## src/rtl/chargen_pkg.sv

```systemverilog
// Shared types and sizes for the text-mode character generator CPU access path.
package chargen_pkg;

    localparam int ADDR_W       = 14;
    localparam int CH_MAP_DEPTH = 2400;
    localparam int GLYPH_COUNT  = 128;
    localparam int MAP_AW       = 12;
    localparam int GLYPH_AW     = 7;
    localparam int MAP_WORDS    = CH_MAP_DEPTH / 4;

    typedef enum logic [1:0] {
        RG_CH_MAP  = 2'b00,
        RG_COL_MAP = 2'b01,
        RG_GLYPH   = 2'b10,
        RG_NONE    = 2'b11
    } region_e;

    typedef enum logic [2:0] {
        ST_IDLE,
        ST_BYTE,
        ST_BYTE_CAP,
        ST_GL_RD,
        ST_GL_MRG,
        ST_RESP
    } state_e;

endpackage

```

## src/rtl/chargen_addr_decode.sv

```systemverilog
// Splits an APB word address into memory region, map word index, glyph/word
// selectors and an error flag for holes in the address map.
module chargen_addr_decode
    import chargen_pkg::*;
(
    input  logic [ADDR_W-1:2]   i_paddr_word,
    output region_e             o_region,
    output logic [9:0]          o_map_word,
    output logic [GLYPH_AW-1:0] o_glyph,
    output logic [1:0]          o_word,
    output logic                o_err
);

    assign o_region   = region_e'(i_paddr_word[13:12]);
    assign o_map_word = i_paddr_word[11:2];
    assign o_glyph    = i_paddr_word[10:4];
    assign o_word     = i_paddr_word[3:2];

    always_comb begin
        o_err = 1'b1;
        unique case (o_region)
            RG_CH_MAP, RG_COL_MAP: o_err = (o_map_word >= 10'(MAP_WORDS));
            RG_GLYPH:              o_err = i_paddr_word[11];
            default:               o_err = 1'b1;
        endcase
    end

endmodule

```

## src/rtl/apb_chargen_mem_ctrl.sv

```systemverilog
// APB responder giving the CPU byte-packed access to the character/colour maps
// and read-modify-write access to 128-bit glyph rows.
//
// state       | meaning
// ST_IDLE     | waiting for an APB setup phase
// ST_BYTE     | walking map lanes 0..3, one map byte per cycle
// ST_BYTE_CAP | capturing the lane-3 read byte
// ST_GL_RD    | glyph row address presented
// ST_GL_MRG   | glyph row valid: merge and write back, or latch the word
// ST_RESP     | pready for one cycle
module apb_chargen_mem_ctrl
    import chargen_pkg::*;
(
    input  logic                  clk_i,
    input  logic                  arstn_i,
    input  logic                  psel_i,
    input  logic                  penable_i,
    input  logic                  pwrite_i,
    input  logic [ADDR_W-1:0]     paddr_i,
    input  logic [31:0]           pwdata_i,
    input  logic [3:0]            pstrb_i,
    output logic [31:0]           prdata_o,
    output logic                  pready_o,
    output logic                  pslverr_o,
    output logic [MAP_AW-1:0]     ch_map_addr_o,
    output logic                  ch_map_wen_o,
    output logic [7:0]            ch_map_data_o,
    input  logic [7:0]            ch_map_data_i,
    output logic [MAP_AW-1:0]     col_map_addr_o,
    output logic                  col_map_wen_o,
    output logic [7:0]            col_map_data_o,
    input  logic [7:0]            col_map_data_i,
    output logic [GLYPH_AW-1:0]   ch_t_rw_addr_o,
    output logic                  ch_t_rw_wen_o,
    output logic [127:0]          ch_t_rw_data_o,
    input  logic [127:0]          ch_t_rw_data_i
);

    state_e               r_state, w_state_nxt;
    region_e              r_region, w_region;
    logic [9:0]           r_map_word, w_map_word;
    logic [GLYPH_AW-1:0]  r_glyph, w_glyph;
    logic [1:0]           r_word, w_word;
    logic [1:0]           r_lane;
    logic [31:0]          r_wdata, r_rdata;
    logic [3:0]           r_strb;
    logic                 r_write, r_err;
    logic                 w_err, w_setup;
    logic [1:0]           w_prev_lane;
    logic [7:0]           w_map_rd, w_lane_wbyte;
    logic [MAP_AW-1:0]    w_map_addr;
    logic [127:0]         w_merge;
    logic                 w_unused_addr;

    // Byte offset within a word carries no meaning: accesses are word-wide.
    assign w_unused_addr = ^paddr_i[1:0];
    assign w_setup       = psel_i && !penable_i;
    assign w_prev_lane   = r_lane - 2'd1;
    assign w_map_rd      = (r_region == RG_COL_MAP) ? col_map_data_i : ch_map_data_i;
    assign w_lane_wbyte  = r_wdata[{r_lane, 3'b000} +: 8];
    assign w_map_addr    = {r_map_word, r_lane};

    chargen_addr_decode u_addr_decode (
        .i_paddr_word (paddr_i[ADDR_W-1:2]),
        .o_region     (w_region),
        .o_map_word   (w_map_word),
        .o_glyph      (w_glyph),
        .o_word       (w_word),
        .o_err        (w_err)
    );

    always_comb begin
        w_merge = ch_t_rw_data_i;
        for (int b = 0; b < 4; b++) begin
            if (r_strb[b]) begin
                w_merge[{r_word, 5'b00000} + 7'(8 * b) +: 8] = r_wdata[8 * b +: 8];
            end
        end
    end

    always_ff @(posedge clk_i or negedge arstn_i) begin
        if (!arstn_i) begin
            r_state <= ST_IDLE;
        end else begin
            r_state <= w_state_nxt;
        end
    end

    always_comb begin
        w_state_nxt = r_state;
        unique case (r_state)
            ST_IDLE: begin
                if (w_setup) begin
                    if (w_err)                      w_state_nxt = ST_RESP;
                    else if (w_region == RG_GLYPH)  w_state_nxt = ST_GL_RD;
                    else                            w_state_nxt = ST_BYTE;
                end
            end
            ST_BYTE:     if (r_lane == 2'd3) w_state_nxt = r_write ? ST_RESP : ST_BYTE_CAP;
            ST_BYTE_CAP: w_state_nxt = ST_RESP;
            ST_GL_RD:    w_state_nxt = ST_GL_MRG;
            ST_GL_MRG:   w_state_nxt = ST_RESP;
            ST_RESP:     w_state_nxt = ST_IDLE;
            default:     w_state_nxt = ST_IDLE;
        endcase
    end

    always_ff @(posedge clk_i or negedge arstn_i) begin
        if (!arstn_i) begin
            r_region   <= RG_CH_MAP;
            r_map_word <= '0;
            r_glyph    <= '0;
            r_word     <= '0;
            r_lane     <= '0;
            r_wdata    <= '0;
            r_rdata    <= '0;
            r_strb     <= '0;
            r_write    <= 1'b0;
            r_err      <= 1'b0;
        end else begin
            unique case (r_state)
                ST_IDLE: begin
                    if (w_setup) begin
                        r_region   <= w_region;
                        r_map_word <= w_map_word;
                        r_glyph    <= w_glyph;
                        r_word     <= w_word;
                        r_wdata    <= pwdata_i;
                        r_strb     <= pstrb_i;
                        r_write    <= pwrite_i;
                        r_err      <= w_err;
                        r_lane     <= '0;
                        r_rdata    <= '0;
                    end
                end
                ST_BYTE: begin
                    r_lane <= r_lane + 2'd1;
                    // Synchronous-read map: this cycle shows the previous lane's byte.
                    if (!r_write && r_lane != 2'd0) begin
                        r_rdata[{w_prev_lane, 3'b000} +: 8] <= w_map_rd;
                    end
                end
                ST_BYTE_CAP: if (!r_write) r_rdata[31:24] <= w_map_rd;
                ST_GL_MRG:   if (!r_write) r_rdata <= ch_t_rw_data_i[{r_word, 5'b00000} +: 32];
                default: ;
            endcase
        end
    end

    always_comb begin
        prdata_o       = '0;
        pready_o       = 1'b0;
        pslverr_o      = 1'b0;
        ch_map_addr_o  = '0;
        ch_map_wen_o   = 1'b0;
        ch_map_data_o  = '0;
        col_map_addr_o = '0;
        col_map_wen_o  = 1'b0;
        col_map_data_o = '0;
        ch_t_rw_addr_o = '0;
        ch_t_rw_wen_o  = 1'b0;
        ch_t_rw_data_o = '0;
        unique case (r_state)
            ST_BYTE: begin
                if (r_region == RG_COL_MAP) begin
                    col_map_addr_o = w_map_addr;
                    col_map_wen_o  = r_write && r_strb[r_lane];
                    col_map_data_o = r_write ? w_lane_wbyte : 8'h00;
                end else begin
                    ch_map_addr_o  = w_map_addr;
                    ch_map_wen_o   = r_write && r_strb[r_lane];
                    ch_map_data_o  = r_write ? w_lane_wbyte : 8'h00;
                end
            end
            ST_GL_RD: ch_t_rw_addr_o = r_glyph;
            ST_GL_MRG: begin
                ch_t_rw_addr_o = r_glyph;
                ch_t_rw_wen_o  = r_write;
                ch_t_rw_data_o = r_write ? w_merge : 128'h0;
            end
            ST_RESP: begin
                pready_o  = 1'b1;
                pslverr_o = r_err;
                prdata_o  = r_write ? 32'h0 : r_rdata;
            end
            default: ;
        endcase
    end

endmodule

```

## config.mk

```make
export PLATFORM = sky130hd
export DESIGN_NAME = apb_chargen_mem_ctrl
export DESIGN_NICKNAME = d
export VERILOG_FILES = /design/src/rtl/chargen_pkg.sv /design/src/rtl/chargen_addr_decode.sv /design/src/rtl/apb_chargen_mem_ctrl.sv
export SDC_FILE = /design/constraint.sdc
export NUM_CORES = 1
export LEC_CHECK = 0
export ABC_AREA = 1
export CORE_MARGIN = 2
export CORE_UTILIZATION = 25
export CTS_BUF_LIST = sky130_fd_sc_hd__clkbuf_8
export CTS_CLUSTER_DIAMETER = 40
export CTS_CLUSTER_SIZE = 16
export DETAILED_ROUTE_END_ITERATION = 12
export SETUP_SLACK_MARGIN = 0.02
export SYNTH_ARGS = -nofsm -noshare
export SYNTH_HDL_FRONTEND = slang
export SYNTH_SLANG_ARGS = --single-unit
```

## constraint.sdc

```tcl
create_clock -name clk_i -period 3.35 [get_ports clk_i]
set_input_delay 1.005 -clock clk_i [delete_from_list [all_inputs] [get_ports clk_i]]
set_output_delay 1.005 -clock clk_i [all_outputs]
set_load 0.01 [all_outputs]
```

Yosys cells after proc, flatten, opt, wreduce, memory -nomap -nowiden
Cells that the tools add are included.
Cells by class
  $add $sub $neg: 10
  multiply operators: 0
  divide/modulo/power cells: 0
  $lt $le $gt $ge: 2
  equality and inequality tests: 14
  shift-type cells: 12
  multiplexer cells: 48
  bitwise logic cells: 0
  reduce and logical (&&, ||, !) cells: 19
Operators by type and width (number)
  two-way mux 128 bit: 6
  bitwise mux 128 bit: 4
  variable shift 8 x 9 -> 128 bit (first input constant): 4
  variable part select 8 x 9 -> 128 bit: 4
  two-way mux 32 bit: 5
  variable part select 128 x 8 -> 32 bit: 1
  case mux 24 bit (3 select lines): 1
  two-way mux 8 bit: 7
  two-way mux 12 bit: 4
  negator 7 -> 9 bit: 4
  bitwise mux 32 bit: 1
  case mux 8 bit (4 select lines): 1
  variable shift 8 x 7 -> 32 bit (first input constant): 1
  variable part select 32 x 6 -> 8 bit: 1
  variable part select 8 x 7 -> 32 bit: 1
  adder 7 x 5 -> 7 bit (second input constant): 2
  two-way mux 3 bit: 4
  case mux 3 bit (4 select lines): 1
  greater-or-equal comparator 10 bit (second input constant): 1
  inequality test 2 bit (second input constant): 5
  two-way mux 1 bit: 8
  adder 7 x 4 -> 7 bit (second input constant): 1
  two-way mux 7 bit: 1
  negator 5 -> 7 bit: 1
  other kinds (23): 36
Word-level totals
  register bits: 96
  bits in latches: 0
  memory bits (writable): 0
  bits in read-only memories: 0
  logic and storage cells: 117
  memories kept: 0

Longest topological paths before layout
  depth in word-level cells: 12
  depth in mapped cells: 12
  gate-level depth less buffers: 10

By module
A second synthesis with hierarchy kept.
Second synthesis, totals
  cell total of the unflattened synthesis: 1501
  area total of the unflattened synthesis: 8913.5 um2
Modules (own cells, without submodules)
  apb_chargen_mem_ctrl: times used 1, cells each 1470, area each 8715.9 um2, seq. area each 2402.3 um2
  chargen_addr_decode: times used 1, cells each 31, area each 197.7 um2, seq. area each 0.0 um2

Worst setup path after synthesis
OpenSTA, ideal clock, no wires.
  kind: register to output
  start point: register r_map_word[0] (netlist name)
  end point: output ch_t_rw_data_o[24]
  arrival: 2.089 ns
  data required time: 2.345 ns
  path slack: 0.256 ns
  stages on the path, launching flop included: 11
  path through: dfrtp_1 > buf_2 > inv_1 > buf_2 > buf_2 > ha_1 > buf_2 > nand2_1 > nor2_1 > a22oi_1 > nor2_1
RTL lines
  end: declaration: line apb_chargen_mem_ctrl.sv:35  | output logic [127:0] ch_t_rw_data_o,

==> impl_metrics.toml <==
[worst_setup_path]
rrSetupSlack_ns = 0.90
cp-start-kind = "flip-flop"
worstPathCellList = "buf_4 > buf_4 > ha_4 > nand2_1 > nor2_1 > buf_4 > buf_12 > a22oi_1 > nor2_1 > dlygate4sd2_1"
required_ns = 2.34
crit_path_end_kind = "primary output"
worst_path_most_repeated_cell = "buf_4"
worst-path-max-fanout = 5
critPathMaxStageDelay_ns = 0.41
crit_arrival_ns = 2.31
crit_slowest_cell = "dfrtp_2"
critPathKind = "reg -> out"

[timing]
finalCritPeriodShare = 0.990
setup_viol = 0
rsz0062_at_grt = "true"
hold_viol = 0
max_freq_mhz = 301
clock_skew_ns = 0.0141
layout_min_cycle_time_ns = 3.32
slew_headroom = 0.400
tightest_slew_ns = 0.900
final_max_slew_viol_count = 0

[drt]
drc = 0
finalWirelength_um = 51900
wl_per_cell_um = 21.6
routed_via_density = 5.09
drt_iter0_drc = 849
drt-pass1-iter-count = 5
ant_nets = 0
vias = 12201

[pwr]
p_sw_frac = 0.554
p_comb_frac = 0.721
clkPwrFrac = 0.079
p_int_w = 0.00466
p_leak_nw = 7.49
seqPwrFrac = 0.200
p_per_area_nw_per_um2 = 734
ir_worst_vdd_v = 0.000414
p_switching_w = 0.00579

[floorplan]
dieHeight_um = 189
start_util = 0.255
fp.dieW_um = 189
ioPinCount = 411
core_um2 = 33600
row_count = 67
dieArea_um2 = 35700

[hold_path]
min_path_type = "reg -> reg"

[cts]
path_clk_slew_ns = 0.09
htreeDepth = 3
worstSkewPairLatency_ns = 0.39
clockRootBuffer = "clkbuf_8"
cts_hold_buffers = 0
numCtsBuffers = 9
cts_sinks = 87
cts_tree = "done"
clockBufferDepth = 2

[cells_and_area]
fin_nets = 2151
finalInstanceArea_um2 = 14200
syn2layout_area_growth_pct = 66.3
layout_common_cells = "nand2_1 (487), nor2_1 (285), clkdlybuf4s50_1 (261), nand3_1 (100), buf_4 (100)"
final_common_cell = "nand2_1"
drive_above_1_share = 0.126
final_util = 0.423
final.fill_count = 3693

[logic_synthesis]
synth-seq-cells = 87
netlist_area_um2 = 8560
yosysSeqAreaShare = 0.254
synthesis.nets = 1703
synth_area_per_cell_um2 = 5.74
synthCells = 1492
yosys_warnings = 0
yosysUniqueCellTypes = 29

[job]
cap_viol_max_count = 0

[place]
port_buffers = 408
gp_routability_congestion = 0.934
hpwl_um = 41000
dpl_cell_area_um2 = 13500

[global_routing]
grt_pass1_vias = 12283
grt-ovfl-total = 0
antenna_found_initial = 7
grt_usage = 0.284
grt_max_degree = 71
grt_pass1_wl_um = 76600

[status]
status = "finished clean"
==> synthesized netlist by cell type (all sizes together) <==
cell type / count / area, um2
nand2: 495 / 1870
ha: 12 / 150
clkinv: 4 / 15.0
nand3: 102 / 521
nor2: 308 / 1190
o21ai: 78 / 390
nor3: 12 / 75.1
dfrtp: 87 / 2180
nand3b: 2 / 15.0
a32oi: 8 / 70.1
a22oi: 112 / 841
nand4: 8 / 50.1
clkbuf: 19 / 72.6
buf: 70 / 383
inv: 111 / 417
o22ai: 3 / 18.8
a21oi: 61 / 305
==> stage by stage <==
stage | hold WS, ns | setup TNS (ns) | instances | setup slack (ns) | total power, W
2_1_floorplan | 0.449 | 0 | 1492 | 0.256 | 0.00614
4_1_cts | 0.490 | -0.304 | 2377 | -0.150 | 0.0102
5_1_grt | 0.513 | -0.0696 | 2398 | -0.0243 | 0.0113
3_5_place_dp | 0.465 | -1.23 | 2351 | -0.155 | 0.00905
6_report | 0.485 | 0 | 2399 | 0.0320 | 0.0105
3_3_place_gp | 0.463 | -1.29 | 2351 | -0.153 | 0.00898
==> layer usage <==
layer	vias up	track usage	part of all wire
met3	92	0.0586	0.077
met4	0	0.126	0.044
met1	5843	0.355	0.41
li1	5733	-	-
met2	533	0.473	0.46
met5	-	0	0
==> power groups by stage <==
stage | Clock, W | Sequential [W] | Combinational (W)
2_1_floorplan | 0 | 0.00185 | 0.00429
3_3_place_gp | 0 | 0.00207 | 0.00691
3_5_place_dp | 0 | 0.00208 | 0.00696
4_1_cts | 0.000847 | 0.00207 | 0.00729
5_1_grt | 0.000876 | 0.00215 | 0.00827
6_report | 0.000826 | 0.00209 | 0.00754
==> state kept, by name, indices dropped and copies added (netlist names) <==
signal	count
r_rdata	32
r_wdata	32
r_map_word	10
r_strb	4
r_state	3
r_lane	2
r_region	2
r_err	1
r_write	1
==> critical path: cells and delay by family, from the launching register on <==
| family | cells | cell delay [ns] |
|---|---|---|
| buffers and inverters | 5 | 0.89 |
| DFF | 1 | 0.41 |
| and+or+nand+nor | 3 | 0.24 |
| AOI/OAI and AO/OA | 1 | 0.22 |
| adders and majority gates | 1 | 0.17 |
==> repair_timing <==
item	4_1_cts	5_1_grt
gates resized for setup	172	115
setup endpoints to repair	175	115
setup buffers	8	16
cloned	2	0
pin swaps	7	9
==> cell type report <==
type / instances / area (um2) / share of cell area
Tap cell: 448 / 561 / 0.0394
Timing Repair inverter: 1 / 7.51 / 0.000527
Antenna cell: 6 / 15.0 / 0.00105
Multi-Input combinational cell: 1201 / 5780 / 0.406
Timing Repair Buffer: 525 / 5020 / 0.353
Clock buffer: 10 / 138 / 0.00967
Inverter: 115 / 458 / 0.0322
Clock inverter: 6 / 65.1 / 0.00457
Sequential cell: 87 / 2190 / 0.154
==> final timing paths <==
path	startpoint	to	cells after the start
max	r_map_word[1]	ch_t_rw_data_o[77]	10
min	r_rdata[5]	r_rdata[5]	2
max reg2reg	r_lane[1]	r_rdata[15]	10
min reg2reg	r_rdata[5]	r_rdata[5]	2
max in group asynchronous	arstn_i	r_wdata[11]	2
min in group asynchronous	arstn_i	r_map_word[2]	1
==> cell families (layout without fill, tap and decap cells) <==
| family | count (synthesis) | count (layout) | share of synthesized area |
|---|---|---|---|
| AO/OA/AOI/OAI | 262 | 262 | 0.190 |
| adder cells (fa/ha/maj) | 12 | 12 | 0.0175 |
| AND/OR/NAND/NOR | 927 | 927 | 0.434 |
| flip-flops | 87 | 87 | 0.254 |
| buffers and inverters | 204 | 657 | 0.104 |
| other | 0 | 6 | 0 |
Note: power is estimated with default switching activity, not from simulation.
==> patch: new RTL, same settings <==
Put a register stage on the output `pslverr_o`, cleared by the reset. The value now appears one clock later. The other outputs are not delayed to match.
--- a/src/rtl/apb_chargen_mem_ctrl.sv
+++ b/src/rtl/apb_chargen_mem_ctrl.sv
@@ -38,2 +38,4 @@
 
+    logic pslverr_d;
+
     state_e               r_state, w_state_nxt;
@@ -152,3 +154,3 @@
         pready_o       = 1'b0;
-        pslverr_o      = 1'b0;
+        pslverr_d      = 1'b0;
         ch_map_addr_o  = '0;
@@ -182,3 +184,3 @@
                 pready_o  = 1'b1;
-                pslverr_o = r_err;
+                pslverr_d = r_err;
                 prdata_o  = r_write ? 32'h0 : r_rdata;
@@ -189,2 +191,10 @@
 
+    always_ff @(posedge clk_i or negedge arstn_i) begin
+        if (!arstn_i) begin
+            pslverr_o <= '0;
+        end else begin
+            pslverr_o <= pslverr_d;
+        end
+    end
+
 endmodule
Function: not settled (the Yosys comparison gave no result); the edit may change what the design does.
==> patch against the unedited design <==
- final area shrank 0.85%
- area after synthesis fell by 0.19%
- power rose by 0.73%
- die area fell by 0.19%
- clock power rose by 4.2%
- wire length fell by 0.39%
- register-to-register slack better by 110 ps
- worst setup slack better by 22 ps
- critical endpoint is now ch_map_addr_o[2]
- cell count down 0.88%
- sequential cell count is 1 higher
==> patch: results (changes against the unedited design) <==
- CP max FO: 13 (+8)
- Cells after DPL: 2345 (-0.26%)
- VDD IR max: 0.443 mV (+7.0%)
- Final wirelength: 51700 um (-0.39%)
- Status: finished, final reports clean
- Final Wtd Congestion: 1.02 (+9.0%)
- CP peak stage delay: 550 ps (+140 ps)
- Post-Route Skew: 12.6 ps (-1.45 ps)
- Via count: 12100 (-0.98%)
- Dpl ws: -98.5 ps (+56.5 ps)
- Leak Pwr: 7.11 nW (-5.2%)
- Ratio of cells with drive above 1 in the final layout: 11.1% (-1.6 points)
- Post-synth cell types: 28 (-3.4%)
- Cell count after synthesis: 1489 (-0.20%)
- Total track usage: 28.4% (-0.060 points)
- Global-route wire length before repair: 75900 um (-0.86%)
- Largest net degree at the start of global routing: 80 (+13%)
- Syn_nets: 1700 (-0.18%)
- Final Hold Violating Endpoints: 0 (unchanged)
- Clock Pin Slew Worst Setup and Hold Paths: 110 ps (+20 ps)
- Synth cell count leaders: nand2_1 (488), nor2_1 (299), a22oi_1 (112)
- Sequential fraction of the synthesis area: 25.8% (+0.34 points)
- Nets: 2132 (-0.88%)
- Area contributors post-synth: dfrtp_1 (26%), nand2_1 (21%), nor2_1 (13%), a22oi_1 (9.8%), nand3_1 (6.0%)
- Final std cells w/o fill: 2378 (-0.88%)
- Switching Fraction: 56.0% (+0.55 points)
- Initial DRC count: 1008 (+19%)
- Tightest Pin Transition: 808 ps (-91.5 ps)
- Initial antenna violation count: 9 (+2)
- Crit path DAT: 2290 ps (-20 ps)
patch: per-stage QoR:
step / instance area, sq um / hold WS [ps] / utilization (%)
2_1_floorplan: 8540 / 449 / -
3_5_place_dp: 13500 / 466 / 40.2
4_1_cts: 14000 / 494 / 41.5
5_1_grt: 14100 / 512 / 42.0
6_report: 14100 / 492 / 42.0
3_3_place_gp: 13500 / 463 / 40.2
patch: worst paths after layout:
check / end / cells past startpoint / slack [ps] / from
worst min-delay path: r_rdata[6] / 2 / 490 / r_rdata[6]
worst max-delay path: ch_map_addr_o[2] / 7 / 50 / r_state[1]
min in group asynchronous: r_rdata[1] / 1 / 680 / arstn_i
max in group asynchronous: r_wdata[20] / 2 / 1950 / arstn_i
worst max register to register: r_rdata[12] / 9 / 1010 / r_lane[1]
worst min register to register: r_rdata[6] / 2 / 490 / r_rdata[6]
patch: what timing repair did:
action / in CTS / in global routing
gates resized for setup: 179 / 58
setup endpoints to repair: 162 / 108
pin swaps: 4 / 6
setup buffers: 7 / 4
hold buffers: 0 / 0
cloned: 1 / 1
patch: cell type report:
cell class                 count  area (sq um)
antenna                        4          10.0
clock buffer                   9           124
clock inverter                 7          83.8
fill                        3684         19500
inverter                     116           452
multi-input combinational   1197          5760
sequential                    88          2210
tap                          448           561
timing repair buffer         509          4910
patch: logic make-up after synthesis:
logic type / Yosys count / synth area share, %
simple gates: 926 / 43.4
compound gates: 259 / 18.9
buf+inv: 204 / 10.1
flops: 88 / 25.8
fa+ha+maj: 12 / 1.76
patch: power by group through the flow:
stage                     registers [mW]  logic [mW]  clock network, mW
after floorplan                     1.86        4.24                  0
after global placement              2.06        7.06                  0
after detailed placement            2.07        7.14                  0
after CTS                           2.05        7.49              0.880
after global routing                2.13        8.34              0.914
final                               2.06        7.60              0.861
patch: routing by layer:
layer / part of all wire [%] / global-route usage [%]
met5: 0.13 / 0
met4: 3.0 / 8.35
met3: 8.2 / 7.43
met2: 48 / 49.4
met1: 41 / 34.3
patch: critical path, delay by kind of cell, from the launching register on:
kind / cells / cell delay, ps
simple gates: 3 / 430
flops: 1 / 430
buf+inv: 4 / 1020
